[src/rtl/uart_pkg.sv]
// Shared types and helpers for the UART receive path.
package uart_pkg;

  localparam int UART_DW = 8;

  typedef enum logic [1:0] {
    IDLE  = 2'd0,
    START = 2'd1,
    DATA  = 2'd2,
    STOP  = 2'd3
  } uart_state_e;

  // Integer-truncated number of system clocks in one bit period.
  function automatic int clks_per_bit(input int clk_freq, input int baud_rate);
    return clk_freq / baud_rate;
  endfunction

  // Width of a counter that must hold 0 .. cpb-1.
  function automatic int cnt_width(input int cpb);
    return (cpb > 1) ? $clog2(cpb) : 1;
  endfunction

endpackage

[src/rtl/sync_2ff.sv]
// Generic two-flop synchronizer for asynchronous inputs, with a selectable reset value.
module sync_2ff #(
  parameter int               WIDTH   = 1,
  parameter logic [WIDTH-1:0] RST_VAL = '1
) (
  input  logic             clk_i,
  input  logic             rst_i,
  input  logic [WIDTH-1:0] d_i,
  output logic [WIDTH-1:0] q_o
);

  logic [WIDTH-1:0] meta_q;
  logic [WIDTH-1:0] sync_q;

  // Two back-to-back flops give metastability time to resolve before use.
  always_ff @(posedge clk_i) begin
    if (rst_i) begin
      meta_q <= RST_VAL;
      sync_q <= RST_VAL;
    end else begin
      meta_q <= d_i;
      sync_q <= meta_q;
    end
  end

  assign q_o = sync_q;

endmodule

[src/rtl/uart_byte_rx.sv]
// 8N1 UART receiver, LSB first, mid-bit sampling; feeds the seven-segment decoder.
//
// state | meaning
// IDLE  | line idle, waiting for a high-to-low edge on the synchronized line
// START | counting to mid start bit; low confirms the frame, high is a glitch
// DATA  | sampling eight data bits, one per bit period
// STOP  | sampling the stop bit; high delivers the byte, low flags a frame error
module uart_byte_rx
  import uart_pkg::*;
#(
  parameter int CLK_FREQ  = 50_000_000,
  parameter int BAUD_RATE = 115200
) (
  input  logic               sys_clk,
  input  logic               rst,
  input  logic               uart_rxd,
  output logic [UART_DW-1:0] rdata,
  output logic               rx_sig,
  output logic               frame_err,
  output logic               rx_busy
);

  localparam int CLKS_PER_BIT = clks_per_bit(CLK_FREQ, BAUD_RATE);
  localparam int CW           = cnt_width(CLKS_PER_BIT);
  localparam int IW           = $clog2(UART_DW);

  localparam logic [CW-1:0] HALF_TC = CW'(CLKS_PER_BIT / 2 - 1);
  localparam logic [CW-1:0] FULL_TC = CW'(CLKS_PER_BIT - 1);
  localparam logic [IW-1:0] LAST_IDX = IW'(UART_DW - 1);

  if (CLKS_PER_BIT < 4) begin : g_cpb_check
    $error("uart_byte_rx: CLKS_PER_BIT must be at least 4");
  end

  uart_state_e        state_q, state_d;
  logic [CW-1:0]      cnt_q, cnt_d;
  logic [IW-1:0]      bit_idx_q, bit_idx_d;
  logic [UART_DW-1:0] shift_q, shift_d;
  logic [UART_DW-1:0] rdata_q, rdata_d;
  logic               rx_sig_q, rx_sig_d;
  logic               frame_err_q, frame_err_d;
  logic               rx_busy_q, rx_busy_d;
  logic               rxd_d_q;
  logic               rxd_s;

  sync_2ff #(
    .WIDTH  (1),
    .RST_VAL(1'b1)
  ) u_sync_rxd (
    .clk_i(sys_clk),
    .rst_i(rst),
    .d_i  (uart_rxd),
    .q_o  (rxd_s)
  );

  // State, datapath and output registers; reset aborts any frame and clears the shown byte.
  always_ff @(posedge sys_clk) begin
    if (rst) begin
      state_q     <= IDLE;
      cnt_q       <= '0;
      bit_idx_q   <= '0;
      shift_q     <= '0;
      rdata_q     <= '0;
      rx_sig_q    <= 1'b0;
      frame_err_q <= 1'b0;
      rx_busy_q   <= 1'b0;
      rxd_d_q     <= 1'b1;
    end else begin
      state_q     <= state_d;
      cnt_q       <= cnt_d;
      bit_idx_q   <= bit_idx_d;
      shift_q     <= shift_d;
      rdata_q     <= rdata_d;
      rx_sig_q    <= rx_sig_d;
      frame_err_q <= frame_err_d;
      rx_busy_q   <= rx_busy_d;
      rxd_d_q     <= rxd_s;
    end
  end

  // Next-state and datapath; the baud counter free-runs and wraps at each terminal count.
  always_comb begin
    state_d     = state_q;
    cnt_d       = cnt_q + CW'(1);
    bit_idx_d   = bit_idx_q;
    shift_d     = shift_q;
    rdata_d     = rdata_q;
    rx_sig_d    = 1'b0;
    frame_err_d = 1'b0;
    unique case (state_q)
      IDLE: begin
        cnt_d = '0;
        // Edge, not level: a held-low break line cannot restart a frame.
        if (!rxd_s && rxd_d_q) state_d = START;
      end
      START: begin
        if (cnt_q == HALF_TC) begin
          cnt_d = '0;
          if (!rxd_s) begin
            bit_idx_d = '0;
            state_d   = DATA;
          end else begin
            state_d = IDLE;
          end
        end
      end
      DATA: begin
        if (cnt_q == FULL_TC) begin
          cnt_d            = '0;
          shift_d[bit_idx_q] = rxd_s;
          if (bit_idx_q == LAST_IDX) state_d = STOP;
          else bit_idx_d = bit_idx_q + IW'(1);
        end
      end
      STOP: begin
        if (cnt_q == FULL_TC) begin
          cnt_d   = '0;
          state_d = IDLE;
          if (rxd_s) begin
            rdata_d  = shift_q;
            rx_sig_d = 1'b1;
          end else begin
            frame_err_d = 1'b1;
          end
        end
      end
      default: state_d = IDLE;
    endcase
    rx_busy_d = (state_d != IDLE);
  end

  assign rdata     = rdata_q;
  assign rx_sig    = rx_sig_q;
  assign frame_err = frame_err_q;
  assign rx_busy   = rx_busy_q;

endmodule

[config.mk]
export PLATFORM = sky130hd
export DESIGN_NAME = uart_byte_rx
export DESIGN_NICKNAME = d
export VERILOG_FILES = /design/src/rtl/uart_pkg.sv /design/src/rtl/sync_2ff.sv /design/src/rtl/uart_byte_rx.sv
export SDC_FILE = /design/constraint.sdc
export NUM_CORES = 1
export LEC_CHECK = 0
export ABC_AREA = 1
export CORE_ASPECT_RATIO = 1.25
export CORE_MARGIN = 2
export CORE_UTILIZATION = 50
export DETAILED_ROUTE_END_ITERATION = 12
export PLACE_DENSITY = 0.73
export SLEW_MARGIN = 20
export SYNTH_ARGS = -nofsm -noshare
export SYNTH_HDL_FRONTEND = slang
export SYNTH_SLANG_ARGS = --single-unit
[constraint.sdc]
create_clock -name sys_clk -period 1.32 [get_ports sys_clk]
set_input_delay 0.264 -clock sys_clk [delete_from_list [all_inputs] [get_ports sys_clk]]
set_output_delay 0.264 -clock sys_clk [all_outputs]
set_load 0.01 [all_outputs]
==> results of run 1 <==
-- power groups by stage --
stage	Sequential (mW)	Combinational [mW]	Clock (mW)
6_report	1.10	0.0904	0.790
5_1_grt	1.10	0.100	0.842
4_1_cts	1.10	0.0844	0.808
3_5_place_dp	1.12	0.0749	0
3_3_place_gp	1.12	0.0745	0
2_1_floorplan	1.12	0.0428	0
-- through the flow --
stage,hold slack [ps],power (mW),instance area [um2]
finish,422,1.98,2260
global route,435,2.04,2260
CTS,420,1.99,2120
detailed placement,403,1.20,1910
global placement,398,1.20,1910
floorplan,336,1.17,1620
-- final cells by class --
| class | count | area (um2) | share of cell area (%) |
|---|---|---|---|
| Multi-Input combinational cell | 147 | 980 | 43.4 |
| Sequential cell | 36 | 729 | 32.3 |
| Timing Repair Buffer | 31 | 272 | 12.0 |
| Inverter | 35 | 141 | 6.26 |
| Clock buffer | 8 | 90.1 | 3.99 |
| Tap cell | 37 | 46.3 | 2.05 |
-- cell families after synthesis --
group	synth area share (%)
flip-flops	44.4
XOR/XNOR	2.70
AO/OA/AOI/OAI	10.3
buffers and inverters	8.79
AND/OR/NAND/NOR	30.0
adder cells (fa/ha/maj)	3.86
-- registers in the layout, indices dropped and copies added, names as in the netlist --
name / cells
frame_err: 1
rxd_d_q: 1
rdata: 8
u_sync_rxd.meta_q: 1
rx_busy: 1
u_sync_rxd.q_o: 1
shift_q: 8
state_q: 2
cnt_q: 9
rx_sig: 1
bit_idx_q: 3
-- layout by cell type, fill, tap and decap left out, types with 2 or more instances in the layout --
cell / instances
ha_4: 2
nor2_1: 27
nand3_1: 3
buf_4: 15
buf_6: 2
nand3_4: 2
o21ai_2: 2
clkbuf_8: 6
nor2_4: 5
a21oi_1: 12
inv_2: 8
nand4_1: 6
ha_1: 2
a31oi_1: 4
o21ai_1: 11
nor3b_2: 2
dfxtp_2: 4
xor2_1: 3
inv_1: 24
dfxtp_1: 31
dlygate4sd2_1: 11
clkdlybuf4s50_1: 2
xnor2_1: 2
nand2_2: 5
clkbuf_1: 2
nor2_2: 7
nand3_2: 7
inv_4: 2
nand2_4: 8
or2_2: 2
nand2_1: 29
-- path summary, 6_finish.rpt --
check | end | slack (ps) | depth (start not counted)
min reg2reg | u_sync_rxd.q_o$_SDFF_PP1_ | 420 | 1
max reg2reg | shift_q[0]$_SDFFE_PP0P_ | -70 | 9
max | shift_q[0]$_SDFFE_PP0P_ | -70 | 9
min | u_sync_rxd.q_o$_SDFF_PP1_ | 420 | 1
-- per-layer routing --
| metal | part of all wire (%) | vias up | routed length (um) |
|---|---|---|---|
| met4 | 3.3 | 0 | 122 |
| met2 | 53 | 32 | 1990 |
| met1 | 40 | 689 | 1490 |
| met5 | 0 | - | 0 |
| li1 | - | 777 | - |
| met3 | 3.2 | 10 | 121 |
-- what timing repair did --
action | in CTS | in global routing
cloned | 1 | 0
setup endpoints to repair | 41 | 32
gates resized for setup | 42 | 32
endpoints found under the hold margin | 0 | 0
buffers inserted | 1 | 2
pin swaps | 11 | 27
==> impl_metrics.prom, run 1 <==
# TYPE chip_impl_metric gauge
chip_impl_metric{name="total_leakage_power",unit="nW"} 0.990
chip_impl_metric{name="fin_worst_skew",unit="ps"} 2.23
chip_impl_metric{name="synthesis.area",unit="mm2"} 0.00162
chip_impl_info{name="synth_top_flop_cell",value="dfxtp_1"} 1
chip_impl_metric{name="final-setup-viol-count",unit=""} 17
chip_impl_metric{name="largest_net_degree_at_the_start_of_global_routing",unit=""} 21
chip_impl_metric{name="layout_setup_ws",unit="ps"} -70.2
chip_impl_info{name="clk_root_buffer_cell",value="clkbuf_8"} 1
chip_impl_metric{name="fin_crit_sh",unit="%"} 105
chip_impl_info{name="synth.top_cells.by_area",value="dfxtp_1, nand2_1, nor2_1, inv_1, o21ai_1"} 1
chip_impl_metric{name="post_place_cells",unit=""} 282
chip_impl_metric{name="dr_total_vias",unit=""} 1508
chip_impl_metric{name="timing.critical_path.buf_inv",unit=""} 2
chip_impl_metric{name="design.final.nets",unit=""} 264
chip_impl_metric{name="setup_total_negative_slack",unit="ps"} -597
chip_impl_metric{name="synthDistinctLibCells",unit=""} 25
chip_impl_metric{name="finalHoldViolations",unit=""} 0
chip_impl_info{name="synth_most_common_cell",value="nand2_1"} 1
chip_impl_metric{name="clock_tree_sinks",unit=""} 36
chip_impl_metric{name="netlist.area_leader.share",unit="%"} 44.4
chip_impl_metric{name="post_cts_hold_buffer_count",unit=""} 0
chip_impl_metric{name="dr.first_iter.drc_count",unit=""} 33
chip_impl_metric{name="arrival",unit="ps"} 1570
chip_impl_metric{name="chipWidth",unit="um"} 55.0
chip_impl_metric{name="worst-path-max-fanout",unit=""} 8
chip_impl_metric{name="gpl.final_weighted_congestion",unit=""} 0.852
chip_impl_metric{name="synth-edff-count",unit=""} 0
chip_impl_info{name="worstSetupStartpointType",value="flop"} 1
chip_impl_metric{name="grt_residual_overflow",unit=""} 0
chip_impl_metric{name="globalRouteMet1Util",unit="%"} 22.1
chip_impl_info{name="clock_tree_from_tritoncts",value="built"} 1
chip_impl_metric{name="cts_buffer_depth",unit=""} 2
chip_impl_info{name="timing.critical_path.max_delay_family",value="simple AND/OR/NAND/NOR gates"} 1
chip_impl_metric{name="met2_usage",unit="%"} 34.5
chip_impl_metric{name="netSwitchingPower",unit="uW"} 422
chip_impl_metric{name="num-fill-cells",unit=""} 247
chip_impl_metric{name="floorplan.die.height",unit="um"} 67.7
chip_impl_info{name="timing_worst_setup_path_type",value="flop to flop"} 1
chip_impl_metric{name="drive_above_1_share",unit="%"} 33.5
chip_impl_info{name="outcome",value="finished with violations"} 1
chip_impl_metric{name="power.share.sequential",unit="%"} 55.5
chip_impl_metric{name="netSwitchingFraction",unit="%"} 21.4
chip_impl_metric{name="cts.reportedPaths.clkPinSlew",unit="ps"} 70
chip_impl_metric{name="max_cap_viol_count",unit=""} 0
chip_impl_metric{name="antennaDiodeCount",unit=""} 0
chip_impl_info{name="hold_path_startpoint",value="u_sync_rxd.meta_q$_SDFF_PP1_"} 1
chip_impl_metric{name="antenna_violating_nets_remaining",unit=""} 0
chip_impl_info{name="worstHoldPathType",value="flop to flop"} 1
chip_impl_info{name="critical_path.endpoint_type",value="flop"} 1
chip_impl_metric{name="floorplan.initialDensity",unit="%"} 51.3
chip_impl_metric{name="finalMaxSlewViolations",unit=""} 0
chip_impl_metric{name="synth_seq_area_share",unit="%"} 44.4
chip_impl_metric{name="num_rows",unit=""} 23
chip_impl_info{name="worstSetupStartpoint",value="cnt_q[1]$_SDFF_PP0_"} 1
chip_impl_metric{name="place_ws",unit="ps"} -91.0
chip_impl_info{name="cp_slowest_cell",value="dfxtp_2"} 1
chip_impl_metric{name="final_critical_period",unit="ps"} 1390
chip_impl_info{name="rsz0062_at_grt",value="yes"} 1
chip_impl_metric{name="synth_cells",unit=""} 220
chip_impl_metric{name="synthesis_stage_register_bit_count",unit=""} 36
chip_impl_metric{name="io_pins",unit=""} 14
chip_impl_info{name="path_cells",value="inv_4 -> ha_4 -> nand2_4 -> nor2_4 -> nand2_4 -> inv_6 -> nand3_2 -> o21ai_1 -> nor2_1"} 1
chip_impl_info{name="path_common_cell",value="nand2_4"} 1
chip_impl_metric{name="power-per-cell-area",unit="mW/mm2"} 876
chip_impl_metric{name="achievable-frequency",unit="GHz"} 0.719
chip_impl_metric{name="p_int",unit="mW"} 1.56
chip_impl_metric{name="design.core.area",unit="mm2"} 0.00317
chip_impl_metric{name="finish.utilization",unit="%"} 71.3
chip_impl_metric{name="clk-insertion-delay-late",unit="ps"} 280
chip_impl_metric{name="grt_overall_usage",unit="%"} 21.0
chip_impl_metric{name="antenna_violations_before_repair",unit=""} 0
chip_impl_info{name="violated_checks",value="negative setup slack"} 1
chip_impl_metric{name="vdd_drop_max",unit="mV"} 0.625
chip_impl_metric{name="portBuffers",unit=""} 13
chip_impl_metric{name="worst_slew_pin_slew",unit="ps"} 441
chip_impl_metric{name="cts-buffers-inserted",unit=""} 5
chip_impl_metric{name="clock_power_share",unit="%"} 39.9
chip_impl_metric{name="instances_no_fill",unit=""} 294
chip_impl_metric{name="p_comb_share",unit="%"} 4.6
chip_impl_metric{name="critical_path_required",unit="ps"} 1500
chip_impl_metric{name="drcViolationCount",unit=""} 0
chip_impl_metric{name="htree_num_levels",unit=""} 2
chip_impl_metric{name="area.growth.synth_to_final",unit="%"} 39.2
chip_impl_metric{name="die_area",unit="mm2"} 0.00372
chip_impl_metric{name="max-slew-margin-rel",unit="%"} 70.5
chip_impl_info{name="synth_largest_area_cell",value="dfxtp_1"} 1
chip_impl_metric{name="synth-warning-count",unit=""} 0
chip_impl_metric{name="avg_cell_area_syn",unit="um2"} 7.38
chip_impl_metric{name="wirelength",unit="mm"} 3.73
chip_impl_info{name="netlist_top_cells_count",value="nand2_1, dfxtp_1, nor2_1, inv_1, o21ai_1"} 1
chip_impl_metric{name="via_count_of_the_first_global_routing_pass",unit=""} 1380
chip_impl_info{name="grt.busiest_layer",value="met2"} 1
chip_impl_info{name="critical_path.reg2reg.startpoint",value="cnt_q[1]$_SDFF_PP0_"} 1
chip_impl_metric{name="post_drt_via_cell_ratio",unit=""} 5.13
chip_impl_metric{name="dr.pass1.iters",unit=""} 4
chip_impl_metric{name="routed_wire_length_per_instance",unit="um"} 12.7
chip_impl_metric{name="detailedPlacementHpwl",unit="mm"} 2.30
chip_impl_metric{name="critPathMaxStageDelay",unit="ps"} 340
chip_impl_metric{name="global_route_wire_length_before_repair",unit="mm"} 5.60
chip_impl_metric{name="ys_async_sr_fraction",unit="%"} 0
chip_impl_metric{name="syn_nets",unit=""} 228
chip_impl_metric{name="grt_use_met3",unit="%"} 7.08
(Power assumes the default switching activity.)
==> inputs of run 2 (changes only) <==
==> constraint.sdc (replaced) <==
create_clock -name sys_clk -period 1.15 [get_ports sys_clk]
set_input_delay 0.23 -clock sys_clk [delete_from_list [all_inputs] [get_ports sys_clk]]
set_output_delay 0.23 -clock sys_clk [all_outputs]
set_load 0.01 [all_outputs]
==> run 2 against run 1 <==
  * Wire length up 2.6%
  * Hold slack better by 14 ps
  * Combinational power up 19%
  * The run still ends with negative setup slack left
  * Flip-flop and latch count unchanged
  * Critical endpoint is now rx_busy$_SDFF_PP0_
  * Largest cell class unchanged
  * First-iteration DRC count down 12%
  * Worst setup slack worse by 150 ps
==> impl_metrics.prom, run 2 (same netlist as run 1, synthesis figures left out) <==
# TYPE chip_impl_metric gauge
chip_impl_info{name="outcome",value="finished with violations"} 1
chip_impl_metric{name="layout_setup_ws",unit="ps"} -223
chip_impl_metric{name="grt_residual_overflow",unit=""} 0
chip_impl_metric{name="final-setup-viol-count",unit=""} 33
chip_impl_metric{name="fin_crit_sh",unit="%"} 119
chip_impl_metric{name="postLayoutCellArea",unit="mm2"} 0.00240
chip_impl_metric{name="via_count_of_the_first_global_routing_pass",unit=""} 1461
chip_impl_metric{name="dr.pass1.iters",unit=""} 4
chip_impl_metric{name="area.growth.synth_to_final",unit="%"} 47.9
chip_impl_metric{name="dr.first_iter.drc_count",unit=""} 29
chip_impl_metric{name="critical_path_required",unit="ps"} 1320
chip_impl_metric{name="power-per-cell-area",unit="mW/mm2"} 968
chip_impl_info{name="layout.cells.most_common_list",value="nor2_1, nand2_1, buf_4, dfxtp_1, inv_1"} 1
chip_impl_metric{name="worst_slew_pin_slew",unit="ps"} 427
chip_impl_metric{name="total_leakage_power",unit="nW"} 1.04
chip_impl_info{name="timing_worst_setup_path_type",value="flop to flop"} 1
chip_impl_metric{name="cts-buffers-inserted",unit=""} 5
chip_impl_metric{name="cts_buffer_depth",unit=""} 2
chip_impl_metric{name="finalHoldViolations",unit=""} 0
chip_impl_metric{name="wirelength",unit="mm"} 3.82
chip_impl_metric{name="die_area",unit="mm2"} 0.00372
chip_impl_metric{name="dr_total_vias",unit=""} 1562
chip_impl_metric{name="max_cap_viol_count",unit=""} 0
chip_impl_metric{name="design.final.nets",unit=""} 277
chip_impl_metric{name="antennaDiodeCount",unit=""} 0
chip_impl_metric{name="antenna_violating_nets_remaining",unit=""} 0
chip_impl_metric{name="finalMaxSlewViolations",unit=""} 0
chip_impl_metric{name="post_cts_hold_buffer_count",unit=""} 0
chip_impl_info{name="worstSetupStartpointType",value="flop"} 1
chip_impl_metric{name="grt_overall_usage",unit="%"} 23.3
chip_impl_info{name="violated_checks",value="negative setup slack"} 1
chip_impl_info{name="clock_tree_from_tritoncts",value="built"} 1
chip_impl_metric{name="global_route_wire_length_before_repair",unit="mm"} 6.16
chip_impl_metric{name="setup_total_negative_slack",unit="ps"} -5300
chip_impl_metric{name="chipWidth",unit="um"} 55.0
chip_impl_metric{name="gpl.final_weighted_congestion",unit=""} 0.834
chip_impl_metric{name="largest_register_ffs",unit=""} 9
chip_impl_metric{name="routed_wire_length_per_instance",unit="um"} 12.5
chip_impl_metric{name="antenna_violations_before_repair",unit=""} 0
chip_impl_metric{name="post_drt_via_cell_ratio",unit=""} 5.10
chip_impl_metric{name="largest_net_degree_at_the_start_of_global_routing",unit=""} 20
chip_impl_metric{name="detailedPlacementHpwl",unit="mm"} 2.60
chip_impl_metric{name="fin_worst_skew",unit="ps"} 9.58
chip_impl_metric{name="worst-path-max-fanout",unit=""} 3
chip_impl_metric{name="arrival",unit="ps"} 1550
chip_impl_info{name="worstHoldPathType",value="flop to flop"} 1
chip_impl_metric{name="vdd_drop_max",unit="mV"} 0.918
chip_impl_metric{name="power",unit="mW"} 2.32
chip_impl_metric{name="drive_above_1_share",unit="%"} 39.8
chip_impl_metric{name="drcViolationCount",unit=""} 0
chip_impl_metric{name="design.core.area",unit="mm2"} 0.00317
chip_impl_metric{name="portBuffers",unit=""} 13
chip_impl_info{name="rsz0062_at_grt",value="yes"} 1
chip_impl_metric{name="place_ws",unit="ps"} -209
chip_impl_metric{name="io_pins",unit=""} 14
chip_impl_metric{name="finish.utilization",unit="%"} 75.8
chip_impl_metric{name="final_critical_period",unit="ps"} 1370
chip_impl_metric{name="clk-insertion-delay-late",unit="ps"} 290
chip_impl_metric{name="achievable-frequency",unit="GHz"} 0.728
chip_impl_info{name="critical_path.endpoint_type",value="flop"} 1
chip_impl_info{name="clk_root_buffer_cell",value="clkbuf_8"} 1
chip_impl_metric{name="cts.reportedPaths.clkPinSlew",unit="ps"} 70
chip_impl_metric{name="max-slew-margin-rel",unit="%"} 71.4
chip_impl_info{name="max_flop_register",value="cnt_q"} 1
chip_impl_metric{name="floorplan.initialDensity",unit="%"} 51.3
chip_impl_metric{name="clock_tree_sinks",unit=""} 36
chip_impl_metric{name="num_rows",unit=""} 23
chip_impl_metric{name="htree_num_levels",unit=""} 2
chip_impl_metric{name="floorplan.die.height",unit="um"} 67.7
chip_impl_metric{name="postPlaceCellArea",unit="mm2"} 0.00212
chip_impl_info{name="leading_cell_type_in_the_layout_fill_and_taps_excluded",value="nor2_1"} 1
==> run 2: cell count changes in the layout (fill, tap and decap cells not counted), sizes merged <==
cell | before | now
buf | 18 | 31
clkbuf | 8 | 7
dlygate4sd2 | 11 | 6
clkdlybuf4s15 | 0 | 5
==> run 2: cell type report <==
class	count	area [um2]
multi-input cells	147	1000
fillers	238	766
flip-flops and latches	36	739
repair buffers	44	375
inverters	35	139
clock buffers	7	96.3
well taps	37	46.3
==> run 2: metrics by stage <==
stage	hold WS [ps]	instances
2_1_floorplan	302	220
4_1_cts	436	305
3_3_place_gp	399	296
3_5_place_dp	419	296
6_report	436	306
5_1_grt	447	306
==> run 2: what timing repair did <==
item	4_1_cts	5_1_grt
gates resized for setup	36	23
setup buffers	1	3
cloned	1	0
pin swaps	22	12
setup endpoints to repair	44	38
==> run 2: worst paths after layout <==
path                                startpoint                   endpoint  slack [ps]  cells past startpoint
setup reg to reg           cnt_q[1]$_SDFF_PP0_         rx_busy$_SDFF_PP0_        -220                      9
hold / removal    u_sync_rxd.meta_q$_SDFF_PP1_  u_sync_rxd.q_o$_SDFF_PP1_         440                      1
hold reg to reg   u_sync_rxd.meta_q$_SDFF_PP1_  u_sync_rxd.q_o$_SDFF_PP1_         440                      1
setup / recovery           cnt_q[1]$_SDFF_PP0_         rx_busy$_SDFF_PP0_        -220                      9
==> run 2: power by group <==
part / switching [mW] / internal, mW
combinational: 0.0607 / 0.0470
clock: 0.427 / 0.533
sequential: 0.00695 / 1.25
==> run 2: worst max-delay path: stages, from the launching register on <==
cell and delay, ps:
dfxtp_2 340, inv_4 70, ha_4 130, nand2_2 60
nor2_4 170, nand2_4 110, nand2_4 100, o211ai_1 120
nand2_1 110, nand2_1 60
==> run 2: per-layer routing <==
metal  GRT usage, %  part of all wire [%]
met5              0                     0
met4           13.1                   3.4
met3           4.87                   2.9
met2           42.9                    53
met1           23.1                    40
==> inputs of run 3 (changes only) <==
--- a/config.mk
+++ b/config.mk
@@ -9,8 +9,10 @@
 export CORE_ASPECT_RATIO = 1.25
 export CORE_MARGIN = 2
 export CORE_UTILIZATION = 50
+export CTS_CLUSTER_SIZE = 24
 export DETAILED_ROUTE_END_ITERATION = 12
 export PLACE_DENSITY = 0.73
+export REMOVE_ABC_BUFFERS = 1
 export SLEW_MARGIN = 20
 export SYNTH_ARGS = -nofsm -noshare
 export SYNTH_HDL_FRONTEND = slang
==> run 3 against run 2 <==
  * The run still ends with negative setup slack left
  * Non-clock buffer count up 4
  * Critical path depth down 2
  * Clock skew down 6.1 ps
  * Maximum frequency down 3.9%
  * Die area unchanged
  * Cell count up 2.0%
  * Clock power up 27%
  * Critical path type unchanged
  * Largest power group unchanged
==> impl_metrics.prom, run 3 (same netlist as run 1, synthesis figures left out) <==
# TYPE chip_impl_metric gauge
chip_impl_info{name="outcome",value="finished with violations"} 1
chip_impl_info{name="violated_checks",value="negative setup slack"} 1
chip_impl_info{name="clock_tree_from_tritoncts",value="built"} 1
chip_impl_metric{name="power-per-cell-area",unit="mW/mm2"} 1080
chip_impl_metric{name="fin_worst_skew",unit="ps"} 3.52
chip_impl_metric{name="antennaDiodeCount",unit=""} 0
chip_impl_metric{name="critical_path_required",unit="ps"} 1330
chip_impl_info{name="hold-path-endpoint",value="u_sync_rxd.q_o$_SDFF_PP1_"} 1
chip_impl_metric{name="drcViolationCount",unit=""} 0
chip_impl_metric{name="netSwitchingFraction",unit="%"} 20.1
chip_impl_metric{name="floorplan.initialDensity",unit="%"} 51.3
chip_impl_metric{name="total_leakage_power",unit="nW"} 1.04
chip_impl_metric{name="power.share.sequential",unit="%"} 48.8
chip_impl_metric{name="chipWidth",unit="um"} 55.0
chip_impl_metric{name="clock_tree_sinks",unit=""} 36
chip_impl_metric{name="final_critical_period",unit="ps"} 1430
chip_impl_metric{name="largest_register_ffs",unit=""} 9
chip_impl_info{name="worst_r2r_endpoint",value="shift_q[1]$_SDFFE_PP0P_"} 1
chip_impl_metric{name="reg2reg_setup_slack",unit="ps"} -280
chip_impl_metric{name="finish.utilization",unit="%"} 75.4
chip_impl_metric{name="grt_residual_overflow",unit=""} 0
chip_impl_metric{name="drive_above_1_share",unit="%"} 36.0
chip_impl_metric{name="io_pins",unit=""} 14
chip_impl_metric{name="ff_latch_area",unit="um2"} 729
chip_impl_metric{name="via_count_of_the_first_global_routing_pass",unit=""} 1611
chip_impl_metric{name="arrival",unit="ps"} 1610
chip_impl_info{name="max_flop_register",value="cnt_q"} 1
chip_impl_metric{name="fin_crit_sh",unit="%"} 124
chip_impl_metric{name="antenna_violations_before_repair",unit=""} 0
chip_impl_metric{name="postLayoutCellArea",unit="mm2"} 0.00239
chip_impl_metric{name="setup_total_negative_slack",unit="ps"} -6490
chip_impl_metric{name="global_route_wire_length_before_repair",unit="mm"} 6.76
chip_impl_metric{name="cts.reportedPaths.clkPinSlew",unit="ps"} 70
chip_impl_metric{name="p_int",unit="mW"} 2.06
chip_impl_metric{name="die_area",unit="mm2"} 0.00372
chip_impl_metric{name="num-fill-cells",unit=""} 247
chip_impl_info{name="timing_worst_setup_path_type",value="flop to flop"} 1
chip_impl_metric{name="netSwitchingPower",unit="uW"} 520
chip_impl_metric{name="htree_num_levels",unit=""} 2
chip_impl_metric{name="finalMaxSlewViolations",unit=""} 0
chip_impl_metric{name="area.growth.synth_to_final",unit="%"} 47.0
chip_impl_metric{name="clk-insertion-delay-late",unit="ps"} 290
chip_impl_metric{name="routed_wire_length_per_instance",unit="um"} 13.0
chip_impl_metric{name="dr.pass1.iters",unit=""} 4
chip_impl_info{name="path_cells",value="inv_2 -> ha_4 -> nand4_1 -> nor2_4 -> nand4_1 -> nor2_1 -> nor2_1"} 1
chip_impl_metric{name="portBuffers",unit=""} 13
chip_impl_metric{name="cts-buffers-inserted",unit=""} 5
chip_impl_info{name="critical_path.reg2reg.startpoint",value="cnt_q[1]$_SDFF_PP0_"} 1
chip_impl_metric{name="r2r.worst_path.cells",unit=""} 7
chip_impl_metric{name="antenna_violating_nets_remaining",unit=""} 0
chip_impl_metric{name="largest_net_degree_at_the_start_of_global_routing",unit=""} 17
chip_impl_metric{name="finalHoldViolations",unit=""} 0
chip_impl_info{name="worstSetupStartpointType",value="flop"} 1
chip_impl_info{name="clk_root_buffer_cell",value="clkbuf_8"} 1
chip_impl_metric{name="floorplan.die.height",unit="um"} 67.7
chip_impl_info{name="leading_cell_type_in_the_layout_fill_and_taps_excluded",value="buf_4"} 1
chip_impl_info{name="cp_slowest_cell",value="dfxtp_2"} 1
chip_impl_metric{name="p_comb_share",unit="%"} 4.0
chip_impl_metric{name="worst-path-max-fanout",unit=""} 6
chip_impl_info{name="critical_path.endpoint_type",value="flop"} 1
chip_impl_metric{name="cts_buffer_depth",unit=""} 2
chip_impl_metric{name="critPathMaxStageDelay",unit="ps"} 320
chip_impl_metric{name="max_cap_viol_count",unit=""} 0
chip_impl_metric{name="max-slew-margin-rel",unit="%"} 69.0
chip_impl_metric{name="min_path_cells",unit=""} 1
chip_impl_metric{name="vdd_drop_max",unit="mV"} 0.960
chip_impl_metric{name="clock_power_share",unit="%"} 47.1
chip_impl_info{name="rsz0062_at_grt",value="yes"} 1
chip_impl_metric{name="gpl.final_weighted_congestion",unit=""} 0.813
chip_impl_metric{name="layout_setup_ws",unit="ps"} -279
chip_impl_metric{name="total_area_of_multi_input_combinational_cells",unit="um2"} 960
chip_impl_metric{name="dr.first_iter.drc_count",unit=""} 26
chip_impl_metric{name="final-setup-viol-count",unit=""} 33
chip_impl_metric{name="postPlaceCellArea",unit="mm2"} 0.00202
chip_impl_metric{name="dr_total_vias",unit=""} 1584
chip_impl_info{name="layout.cells.most_common_list",value="buf_4, nor2_1, dfxtp_1, nand2_1, inv_1"} 1
chip_impl_metric{name="design.final.nets",unit=""} 282
chip_impl_metric{name="worst_slew_pin_slew",unit="ps"} 464
chip_impl_metric{name="post_cts_hold_buffer_count",unit=""} 0
chip_impl_info{name="worstHoldPathType",value="flop to flop"} 1
chip_impl_metric{name="achievable-frequency",unit="GHz"} 0.700
chip_impl_metric{name="num_rows",unit=""} 23
chip_impl_metric{name="grt_overall_usage",unit="%"} 25.9
chip_impl_metric{name="wirelength",unit="mm"} 4.06
chip_impl_metric{name="design.core.area",unit="mm2"} 0.00317
chip_impl_info{name="hold_path_startpoint",value="u_sync_rxd.meta_q$_SDFF_PP1_"} 1
chip_impl_metric{name="detailedPlacementHpwl",unit="mm"} 2.59
chip_impl_metric{name="post_drt_via_cell_ratio",unit=""} 5.08
[run 3: changes by cell type in the layout (fill, tap and decap cells not counted), sizes merged]
cell           delta
nand3             +1
clkbuf            +1
dlygate4sd2       -3
clkdlybuf4s15     +2
buf               +4
bufinv            +1
[run 3: worst max-delay path by stage]
stage	from	to	depth (start not counted)
after floorplan	bit_idx_q[0]$_SDFFE_PP0P_	bit_idx_q[2]$_SDFFE_PP0P_	8
after global placement	cnt_q[1]$_SDFF_PP0_	cnt_q[7]$_SDFF_PP0_	9
after detailed placement	cnt_q[1]$_SDFF_PP0_	cnt_q[8]$_SDFF_PP0_	9
after CTS	cnt_q[1]$_SDFF_PP0_	shift_q[1]$_SDFFE_PP0P_	8
after global routing	cnt_q[1]$_SDFF_PP0_	shift_q[1]$_SDFFE_PP0P_	8
final	cnt_q[1]$_SDFF_PP0_	shift_q[1]$_SDFFE_PP0P_	7
[run 3: metrics by stage]
step | worst slack, ps | power, mW | cells | hold slack, ps
floorplan | -145 | 1.34 | 217 | 302
global placement | -259 | 1.38 | 298 | 392
detailed placement | -285 | 1.38 | 298 | 421
CTS | -250 | 2.59 | 310 | 433
global route | -335 | 2.65 | 312 | 454
finish | -279 | 2.58 | 312 | 428
[run 3: layer usage]
metal  track usage [%]  vias up  share of wire, %
met4              15.2        0               4.0
met3              8.41       19               3.3
met2              49.6       33                58
met1              21.9      724                34
li1                  -      808                 -
met5                 0        -                 0
[run 3: final cells by class]
class	instances	area share [%]
multi-input combinational	148	40.2
inverter	35	5.72
clock inverter	1	1.26
sequential	36	30.6
clock buffer	7	4.04
tap	37	1.94
timing repair buffer	48	16.3
[run 3: worst max-delay path, delay by kind of cell (launching register included)]
family	cells	cell delay, ps
simple gates	5	780
flops	1	320
buf+inv	1	70
fa+ha+maj	1	140
[run 3: power by group through the flow]
stage	clock network, mW	registers (mW)	logic, mW
2_1_floorplan	0	1.29	0.0436
3_3_place_gp	0	1.29	0.0867
3_5_place_dp	0	1.29	0.0878
4_1_cts	1.23	1.26	0.101
5_1_grt	1.28	1.26	0.114
6_report	1.22	1.26	0.105
[run 3: repair_timing]
| item | CTS | global route |
|---|---|---|
| setup endpoints to repair | 44 | 41 |
| gates resized for setup | 57 | 13 |
| pin swaps | 16 | 13 |
| gates cloned | 2 | 0 |
| endpoints found under the hold margin | 0 | 0 |
| setup buffers | 3 | 2 |
